`src/rtl/prf_freelist.sv`:
```
// Physical register free list for the rename stage.
// Circular buffer of free preg indices: up to two allocations per cycle from
// the head, up to two returns per cycle at the tail. A commit-tracked head
// lets a flush roll back every uncommitted allocation in one cycle.
module prf_freelist #(
   parameter int PREGS = 64,
   parameter int AREGS = 32
) (
   input  logic                              clk_i,
   input  logic                              rst_ni,
   input  logic                              alloc_req0_i,
   input  logic                              alloc_req1_i,
   output logic                              alloc_rdy_o,
   output logic [$clog2(PREGS)-1:0]          alloc_preg0_o,
   output logic [$clog2(PREGS)-1:0]          alloc_preg1_o,
   input  logic                              commit_pop0_i,
   input  logic                              commit_pop1_i,
   input  logic                              free0_vld_i,
   input  logic [$clog2(PREGS)-1:0]          free0_preg_i,
   input  logic                              free1_vld_i,
   input  logic [$clog2(PREGS)-1:0]          free1_preg_i,
   input  logic                              flush_i,
   output logic [$clog2(PREGS-AREGS):0]      free_cnt_o
);

   localparam int PW    = $clog2(PREGS);   // preg index width
   localparam int DEPTH = PREGS - AREGS;   // list capacity
   localparam int IW    = $clog2(DEPTH);   // buffer index width
   localparam int CW    = IW + 1;          // pointer width: index plus wrap bit

   typedef logic [CW-1:0] ptr_t;
   typedef logic [PW-1:0] preg_t;

   preg_t         mem_q [DEPTH];
   ptr_t          head_q, commit_head_q, tail_q, free_cnt_q;
   ptr_t          head_d, commit_head_d, tail_d, free_cnt_d, head_adv;
   logic [1:0]    n_req, n_push, n_commit;
   logic          push0, push1, do_pop;
   logic [IW-1:0] head_p1, wr_idx0, wr_idx1;
   logic          dup_in_list;

   // Request decode, ready and read ports. Ready looks only at the registered
   // count, so same-cycle frees never feed an allocation.
   assign n_req         = {1'b0, alloc_req0_i} + {1'b0, alloc_req1_i};
   assign alloc_rdy_o   = !flush_i && (free_cnt_q >= ptr_t'(n_req));
   assign do_pop        = alloc_rdy_o && (n_req != 2'd0);
   assign head_p1       = head_q[IW-1:0] + IW'(1);
   assign alloc_preg0_o = mem_q[head_q[IW-1:0]];
   // Slot 1 takes the head entry when slot 0 is not asking for one.
   assign alloc_preg1_o = alloc_req0_i ? mem_q[head_p1] : mem_q[head_q[IW-1:0]];
   assign free_cnt_o    = free_cnt_q;

   // Returns of preg 0 are dropped; port 1 lands just behind port 0.
   assign push0    = free0_vld_i && (free0_preg_i != '0);
   assign push1    = free1_vld_i && (free1_preg_i != '0);
   assign n_push   = {1'b0, push0} + {1'b0, push1};
   assign wr_idx0  = tail_q[IW-1:0];
   assign wr_idx1  = tail_q[IW-1:0] + IW'(push0);
   assign n_commit = {1'b0, commit_pop0_i} + {1'b0, commit_pop1_i};

   // Next-state pointers: commit always advances, flush snaps head back to
   // the updated commit head, otherwise head advances by the granted count.
   always_comb begin
      commit_head_d = commit_head_q + ptr_t'(n_commit);
      head_adv      = do_pop ? head_q + ptr_t'(n_req) : head_q;
      head_d        = flush_i ? commit_head_d : head_adv;
      tail_d        = tail_q + ptr_t'(n_push);
      free_cnt_d    = tail_d - head_d;
   end

   // Pointer and count registers; reset leaves the list full.
   // NOTE: sequential state uses non-blocking assignments so every register
   // samples the pre-edge values, independent of block ordering.
   always_ff @(posedge clk_i or negedge rst_ni) begin
      if (!rst_ni) begin
         head_q        <= '0;
         commit_head_q <= '0;
         tail_q        <= ptr_t'(DEPTH);
         free_cnt_q    <= ptr_t'(DEPTH);
      end else begin
         head_q        <= head_d;
         commit_head_q <= commit_head_d;
         tail_q        <= tail_d;
         free_cnt_q    <= free_cnt_d;
      end
   end

   // Free-list storage, written at the tail by the return ports.
   // NOTE: this array is deliberately reset -- its reset image is the initial
   // set of free pregs (AREGS..PREGS-1), not don't-care data.
   always_ff @(posedge clk_i or negedge rst_ni) begin
      if (!rst_ni) begin
         for (int i = 0; i < DEPTH; i++) begin
            mem_q[i] <= preg_t'(AREGS + i);
         end
      end else begin
         if (push0) mem_q[wr_idx0] <= free0_preg_i;
         if (push1) mem_q[wr_idx1] <= free1_preg_i;
      end
   end

   // Detect a returned preg that is already on the list, or two identical
   // returns in one cycle. Feeds the duplicate assertion only.
   always_comb begin
      logic [IW-1:0] offs;
      // NOTE: every variable gets a default before any conditional write,
      // otherwise the untaken paths would infer a latch.
      dup_in_list = 1'b0;
      offs        = '0;
      for (int i = 0; i < DEPTH; i++) begin
         offs = IW'(i) - head_q[IW-1:0];
         if (({1'b0, offs} < free_cnt_q) &&
             ((push0 && (mem_q[i] == free0_preg_i)) ||
              (push1 && (mem_q[i] == free1_preg_i)))) begin
            dup_in_list = 1'b1;
         end
      end
      if (push0 && push1 && (free0_preg_i == free1_preg_i)) dup_in_list = 1'b1;
   end

   // Illegal-use checks.
   a_no_overflow: assert property (@(posedge clk_i) disable iff (!rst_ni)
      free_cnt_d <= ptr_t'(DEPTH));
   a_commit_behind_head: assert property (@(posedge clk_i) disable iff (!rst_ni)
      ptr_t'(n_commit) <= ptr_t'(head_adv - commit_head_q));
   a_no_duplicate: assert property (@(posedge clk_i) disable iff (!rst_ni)
      !dup_in_list);

endmodule
```
`config.mk`:
```
export PLATFORM = sky130hd
export DESIGN_NAME = prf_freelist
export DESIGN_NICKNAME = d
export VERILOG_FILES = /design/src/rtl/prf_freelist.sv
export SDC_FILE = /design/constraint.sdc
export NUM_CORES = 1
export LEC_CHECK = 0
export ABC_CLOCK_PERIOD_IN_PS = 3700
export BUFFER_PORTS_ARGS = -buffer_cell sky130_fd_sc_hd__buf_2
export CAP_MARGIN = 10
export CORE_MARGIN = 1
export CORE_UTILIZATION = 65
export CTS_BUF_LIST = sky130_fd_sc_hd__clkbuf_4
export DETAILED_ROUTE_END_ITERATION = 16
export PLACE_DENSITY = 0.83
export SETUP_SLACK_MARGIN = 0.05
export SLEW_MARGIN = 20
export SYNTH_ARGS = -nofsm -noshare
export SYNTH_HDL_FRONTEND = slang
export SYNTH_SLANG_ARGS = --single-unit
```
`constraint.sdc`:
```
create_clock -name clk_i -period 3.7 [get_ports clk_i]
set_input_delay 0.555 -clock clk_i [delete_from_list [all_inputs] [get_ports clk_i]]
set_output_delay 0.555 -clock clk_i [all_outputs]
set_load 0.03 [all_outputs]
```
### Word-level counts from Yosys, hierarchy flattened

Cells that the tools add are included.

| storage, ports and cells | value |
|---|---|
| logic and storage cells | 83 |
| RAM bits | 0 |
| bits in read-only memories | 0 |
| flip-flop bits (word level) | 216 |
| output and inout port bits | 19 |
| input port bits | 21 |
| bits in latches | 0 |
| memories | 0 |

| cells by class | value |
|---|---|
| equal/unequal tests | 0 |
| $lt $le $gt $ge | 7 |
| multiply operators | 0 |
| divide/modulo/power cells | 0 |
| multiplexer cells | 17 |
| bitwise logic cells | 4 |
| reductions and logical operators | 10 |
| shift operators | 0 |
| add/sub/neg operators | 9 |

Operators with widths:

| operator | number |
|---|---|
| bitwise mux 192 bit | 2 |
| two-way mux 192 bit | 2 |
| binary-select mux 6 bit (select 5 bit) | 2 |
| demux 6 bit (select 5 bit) | 2 |
| two-way mux 6 bit | 9 |
| >= comparator 6 bit, second input constant | 4 |
| inverter 5 -> 6 bit | 4 |
| adder 6 x 2 -> 6 bit | 3 |
| < comparator 6 x 1 -> 1 bit, second input constant | 2 |
| nonzero test 6 bit | 2 |
| adder 1 x 1 -> 2 bit | 3 |
| >= comparator 6 x 2 -> 1 bit | 1 |
| logical AND 1 bit | 6 |
| subtractor 6 bit | 1 |
| adder 5 x 1 -> 5 bit | 1 |
| adder 5 x 1 -> 5 bit, second input constant | 1 |
| nonzero test 2 bit | 1 |
| logical NOT 1 bit | 1 |

### Longest topological paths before layout

| depth | value |
|---|---|
| word-level depth | 10 |
| mapped depth | 15 |
| gate-level depth less buffers | 15 |

### Worst setup path after synthesis

No wires, ideal clock.

| path | value |
|---|---|
| path type | input -> register |
| start | input free0_preg_i[2] |
| end | register mem_q[10] in the netlist's numbering |
| setup slack | 331 ps |
| stages on the path | 11 |
| data arrival time | 3276 ps |
| buffers on the path | 1 |
| required time | 3607 ps |
| library setup time | 93 ps |
| path through | or4_4 -> o31ai_4 -> inv_2 -> ha_1 -> ha_1 -> nand2b_1 -> o22ai_1 -> or4b_1 -> clkbuf_1 -> nor2_1 -> a21oi_1 |

| between the ends | value |
|---|---|
| word-level cells in the longest chain between the ends | 10 |
| elaborated cells on any way between the ends | 12 |
| those cells by class | add/sub (1); order compare (2); mux (5); bitwise (1); reduce/logical (3) |

RTL lines:

| item | line | text |
|---|---|---|
| start: declaration | 19 | `input logic [$clog2(PREGS)-1:0] free0_preg_i,` |
| nonzero test 6 bit (*) | 54 | `assign push0 = free0_vld_i && (free0_preg_i != '0);` |
| logical AND 1 bit (*) | 54 |  |
| adder 5 x 1 -> 5 bit | 58 | `assign wr_idx1 = tail_q[IW-1:0] + IW'(push0);` |
| inverter 5 -> 6 bit (not written as such) | 98 | `if (push1) mem_q[wr_idx1] <= free1_preg_i;` |
| >= comparator 6 bit (not written as such) / < comparator 6 x 1 -> 1 bit (equally long branches) | 98 |  |
| logical AND 1 bit (not written as such) | 98 |  |
| two-way mux 6 bit (not written as such) | 98 |  |
| demux 6 bit (select 5 bit) | 98 |  |
| bitwise mux 192 bit | 98 |  |
| two-way mux 192 bit (*) | 98 |  |
| end signal: indexed assignment | 94 | `mem_q[i] <= preg_t'(AREGS + i);` |
| end signal: indexed assignment | 97 | `if (push0) mem_q[wr_idx0] <= free0_preg_i;` |
| end signal: indexed assignment | 98 |  |
| end: declaration | 34 | `preg_t mem_q [DEPTH];` |

Every way passes the cells marked *; elsewhere a longest branch is shown, timed or not.

### Final worst setup path

| path | value |
|---|---|
| start | register head_q[1] |
| end | output alloc_preg1_o[3] |

| between the ends | value |
|---|---|
| word-level cells in the longest chain between the ends | 6 |
| elaborated cells on any way between the ends | 10 |
| those cells by class | add/sub (1); mux (7); bitwise (2) |

RTL lines:

| item | line | text |
|---|---|---|
| start: declaration | 35 | `ptr_t head_q, commit_head_q, tail_q, free_cnt_q;` |
| start signal: assignment | 76 | `head_q <= '0;` |
| start signal: assignment | 81 | `head_q <= head_d;` |
| adder 5 x 1 -> 5 bit | 47 | `assign head_p1 = head_q[IW-1:0] + IW'(1);` |
| inverter 5 -> 6 bit (not written as such) | 50 | `assign alloc_preg1_o = alloc_req0_i ? mem_q[head_p1] : mem_q[head_q[IW-1:0]];` |
| binary-select mux 6 bit (select 5 bit) | 50 |  |
| two-way mux 6 bit (not written as such) (2 in a row) | 50 |  |
| two-way mux 6 bit (*) | 50 |  |
| end: declaration | 15 | `output logic [$clog2(PREGS)-1:0] alloc_preg1_o,` |

Every way passes the cells marked *; elsewhere a longest branch is shown, timed or not. The select of a mux whose other input is x is not followed.

==> results.md <==
- Fmax: 0.2595 GHz
- Slowest-stage cell, CP: dfrtp_4
- Slowest cell delay on critical path: 0.46 ns
- Syn avg cell area: 10.51 µm²
- Hold Slack: 0.2006 ns
- Port Buffers: 39
- Synth top area share: 21.00%
- Final period util: 104.1%
- Top-level port count: 40
- Clk_lat worst skew: 0.71 ns
- Final hold viol count: 0
- Worst-Margin Slew: 1.059 ns
- Cell row count: 53
- FF+latch count, synth: 216
- Crit path DAT: 3.30 ns
- Unrepaired setup endpoints after global routing: true
- Placed Instance Area: 14,900 µm²
- CTS buffer count: 56
- Post-DR vias/cell: 7.054
- Synth Instances: 1,357
- Placed Cells: 1,614
- Post-synthesis mux area share: 33.93%
- Final WS setup: -0.1533 ns
- CTS sink cnt: 216
- Synth warn: 0
- Total length of routed wires: 44,940 µm
- Worst min-delay path category: in -> reg
- Ys flop type: dfstp_2
- Critical path fanouts, max: 48
- Core Region: 21,290 µm²
- Power per cell area: 1100 nW/µm²
- Crit Path Class: reg -> out
- Residual DRC count: 0
- Depth of the CTS H-tree: 2
- Wirelength per Cell: 25.93 µm
- Non-Filler Instances: 1,733
- DRT iter0 DRCs: 1,801
- Die Area: 22,550 µm²
- CP startpoint kind: flip-flop
- Post-synthesis cell area: 14,270 µm²
- Synth area leaders: dfstp_2 21%, dfrtp_1 18%, mux2i_1 18%
- EDFF count, synth: 0
- Leak Pwr: 0.007179 µW
- Drt first pass iters: 7
- Clock Skews: 0.03728 ns
- Number of nets still failing antenna checks after routing: 0
- Post-Synth Adder-Cell Area: 1.965%
- Post-DP HPWL: 28,380 µm
- Fin. max-slew vios: 0
- CTS max path bufs: 3
- GP Congestion: 1.061
- Root buffer cell: clkbuf_4
- Max cap viols: 0
- Worst-path clk slew: 0.07 ns
- Compound-Gate Fraction of Synth Area: 10.21%
- Final instance area: 16,120 µm²
- Remaining Overflow, GRT: 0
- Slew margin rel.: 28.83%
- Peak supply drop: 606.3 µV
- Simple-gate portion of the synthesized area: 10.23%
- Critical path cell sequence: buf_12 -> mux2i_1 -> a22o_1 -> a2111oi_1 -> buf_4 -> a31oi_1 -> nand3_1 -> a211o_1 -> buf_6
- Fin util: 75.74%
- Xor/xnor share of the synthesized area: 1.351%
- Synth area leader: dfstp_2
- Vias in the first global route: 11,910
- Failing checks: negative setup slack
- Syn_nets: 1,398
- Synth cell types: 56
- Largest family of logic cells by synthesized area: multiplexers
- Via count: 12,220
- Die height: 150.2 µm
- Final nets: 1,452
- CP Capture Type: primary output
- Gr usage total: 40.56%
- First-pass GRT wire length: 68,020 µm
- Final setup viols: 6
- Largest net degree at the start of global routing: 104
- Outcome: finished, violations left
- Crit path required time: 3.14 ns
- Initial Utilization: 67.02%
- Initial antenna violation count: 1
- Post-layout min period: 3.853 ns
- Die span in x: 150.2 µm
- Layout cells sized above 1: 34.25%
- CTS tree: built
- Layout area overhead: 13.02%
- FFs w/ async S/R, synth: 100.0%
- Sequential area share after synthesis: 38.89%
- Setup TNS: -0.5122 ns
## logic make-up after synthesis
| group | count (synthesis) |
|---|---|
| buf+inv | 126 |
| compound gates | 246 |
| fa+ha+maj | 20 |
| xor+xnor | 22 |
| mux | 410 |
| simple gates | 317 |
| flops | 216 |
## through the flow
step / setup WS [ns] / power, µW
CTS: -0.03439 / 17170
global placement: 0.05034 / 13560
floorplan: 0.3312 / 11160
global route: -0.08684 / 18370
finish: -0.1533 / 17730
detailed placement: -0.1099 / 13890
## report_power, final
part | internal, µW | switching [µW] | leakage [µW]
registers | 3970 | 1190 | 0.00244
clock network | 1100 | 1060 | 0.000451
logic | 4950 | 5450 | 0.00429
## state kept, by name, summed over array words and instances, names as in the netlist
name           count
commit_head_q      6
free_cnt_o         6
mem_q            192
tail_q             6
head_q             6
## synth_stat cells, drive strengths merged (2+ instances only)
| library cell | count |
|---|---|
| mux2i | 253 |
| nand2 | 127 |
| dfstp | 114 |
| mux2 | 109 |
| dfrtp | 102 |
| o21ai | 87 |
| nor2 | 83 |
| clkbuf | 77 |
| a21oi | 76 |
| mux4 | 48 |
| nand3 | 40 |
| buf | 36 |
| a22oi | 25 |
| ha | 16 |
| inv | 13 |
| o22ai | 13 |
| xnor2 | 13 |
| nor2b | 12 |
| nor3 | 10 |
| xor2 | 9 |
| and3 | 8 |
| nand2b | 8 |
| nor3b | 8 |
| a211oi | 7 |
| a31oi | 7 |
| a2111oi | 6 |
| a211o | 6 |
| a22o | 6 |
| fa | 4 |
| nand3b | 4 |
| nand4 | 4 |
| or4 | 4 |
| nor4 | 3 |
| o21a | 3 |
| a21o | 2 |
| a2bb2oi | 2 |
| and2 | 2 |
| or3 | 2 |
## worst max-delay path: cells and delay by family (launching register included)
family,cells,cell delay [ns]
AOI/OAI and AO/OA,4,0.97
buffers and inverters,3,0.61
DFF,1,0.46
muxes,1,0.28
and+or+nand+nor,1,0.22
## placed cells by master (no fill, tap or decap), types with 7 or more instances in the layout
cell,instances
nand2b_1,8
mux4_2,48
clkinv_1,8
a21oi_1,76
and3_1,8
ha_1,15
mux2i_1,239
nand2_1,127
xor2_1,8
dfrtp_1,100
xnor2_1,13
a22oi_1,25
nor2b_1,10
buf_6,8
buf_2,32
o22ai_2,7
mux2_1,18
buf_4,53
inv_1,12
nor2_1,81
nor3_1,8
mux2_2,91
dfstp_2,114
clkbuf_4,90
o21ai_0,84
nand3_1,39
buf_12,7
a31oi_1,7
mux2i_4,8
a211oi_1,7
## routing by layer
| layer | vias up | global-route usage (%) | wire (µm) |
|---|---|---|---|
| met2 | 1023 | 60.44 | 19760 |
| met4 | 0 | 23.03 | 2612 |
| met1 | 5845 | 55.14 | 16590 |
| li1 | 5114 | - | - |
| met3 | 242 | 8.667 | 5967 |
| met5 | - | 0 | 0 |
## worst paths after layout
path                             startpoint               end  slack (ns)  depth (start not counted)
min in group asynchronous            rst_ni        mem_q[133]        0.51                          2
hold / removal                commit_pop1_i  commit_head_q[0]        0.20                          2
setup reg to reg              free_cnt_o[0]     free_cnt_o[5]        0.36                         14
setup / recovery                  head_q[1]  alloc_preg1_o[3]       -0.15                          9
hold reg to reg            commit_head_q[5]  commit_head_q[5]        0.47                          1
max in group asynchronous            rst_ni         mem_q[83]        2.15                          3
## timing repair
| item | CTS | global route |
|---|---|---|
| gates cloned | 4 | 0 |
| gates resized for setup | 49 | 12 |
| endpoints found under the setup margin | 9 | 7 |
| hold buffers | 1 | 0 |
| pin swaps | 12 | 7 |
| hold endpoints to repair | 22 | 0 |
| setup buffers | 9 | 1 |
## layout make-up
cell class	instances	area, µm²
well taps	275	344.1
diodes	1	2.502
fillers	1371	5164
inverters	13	48.80
clock inverters	14	57.56
clock buffers	90	675.6
multi-input cells	1015	8457
flip-flops and latches	216	5553
repair buffers	109	984.7
Note: power is estimated with default switching activity, not from simulation.
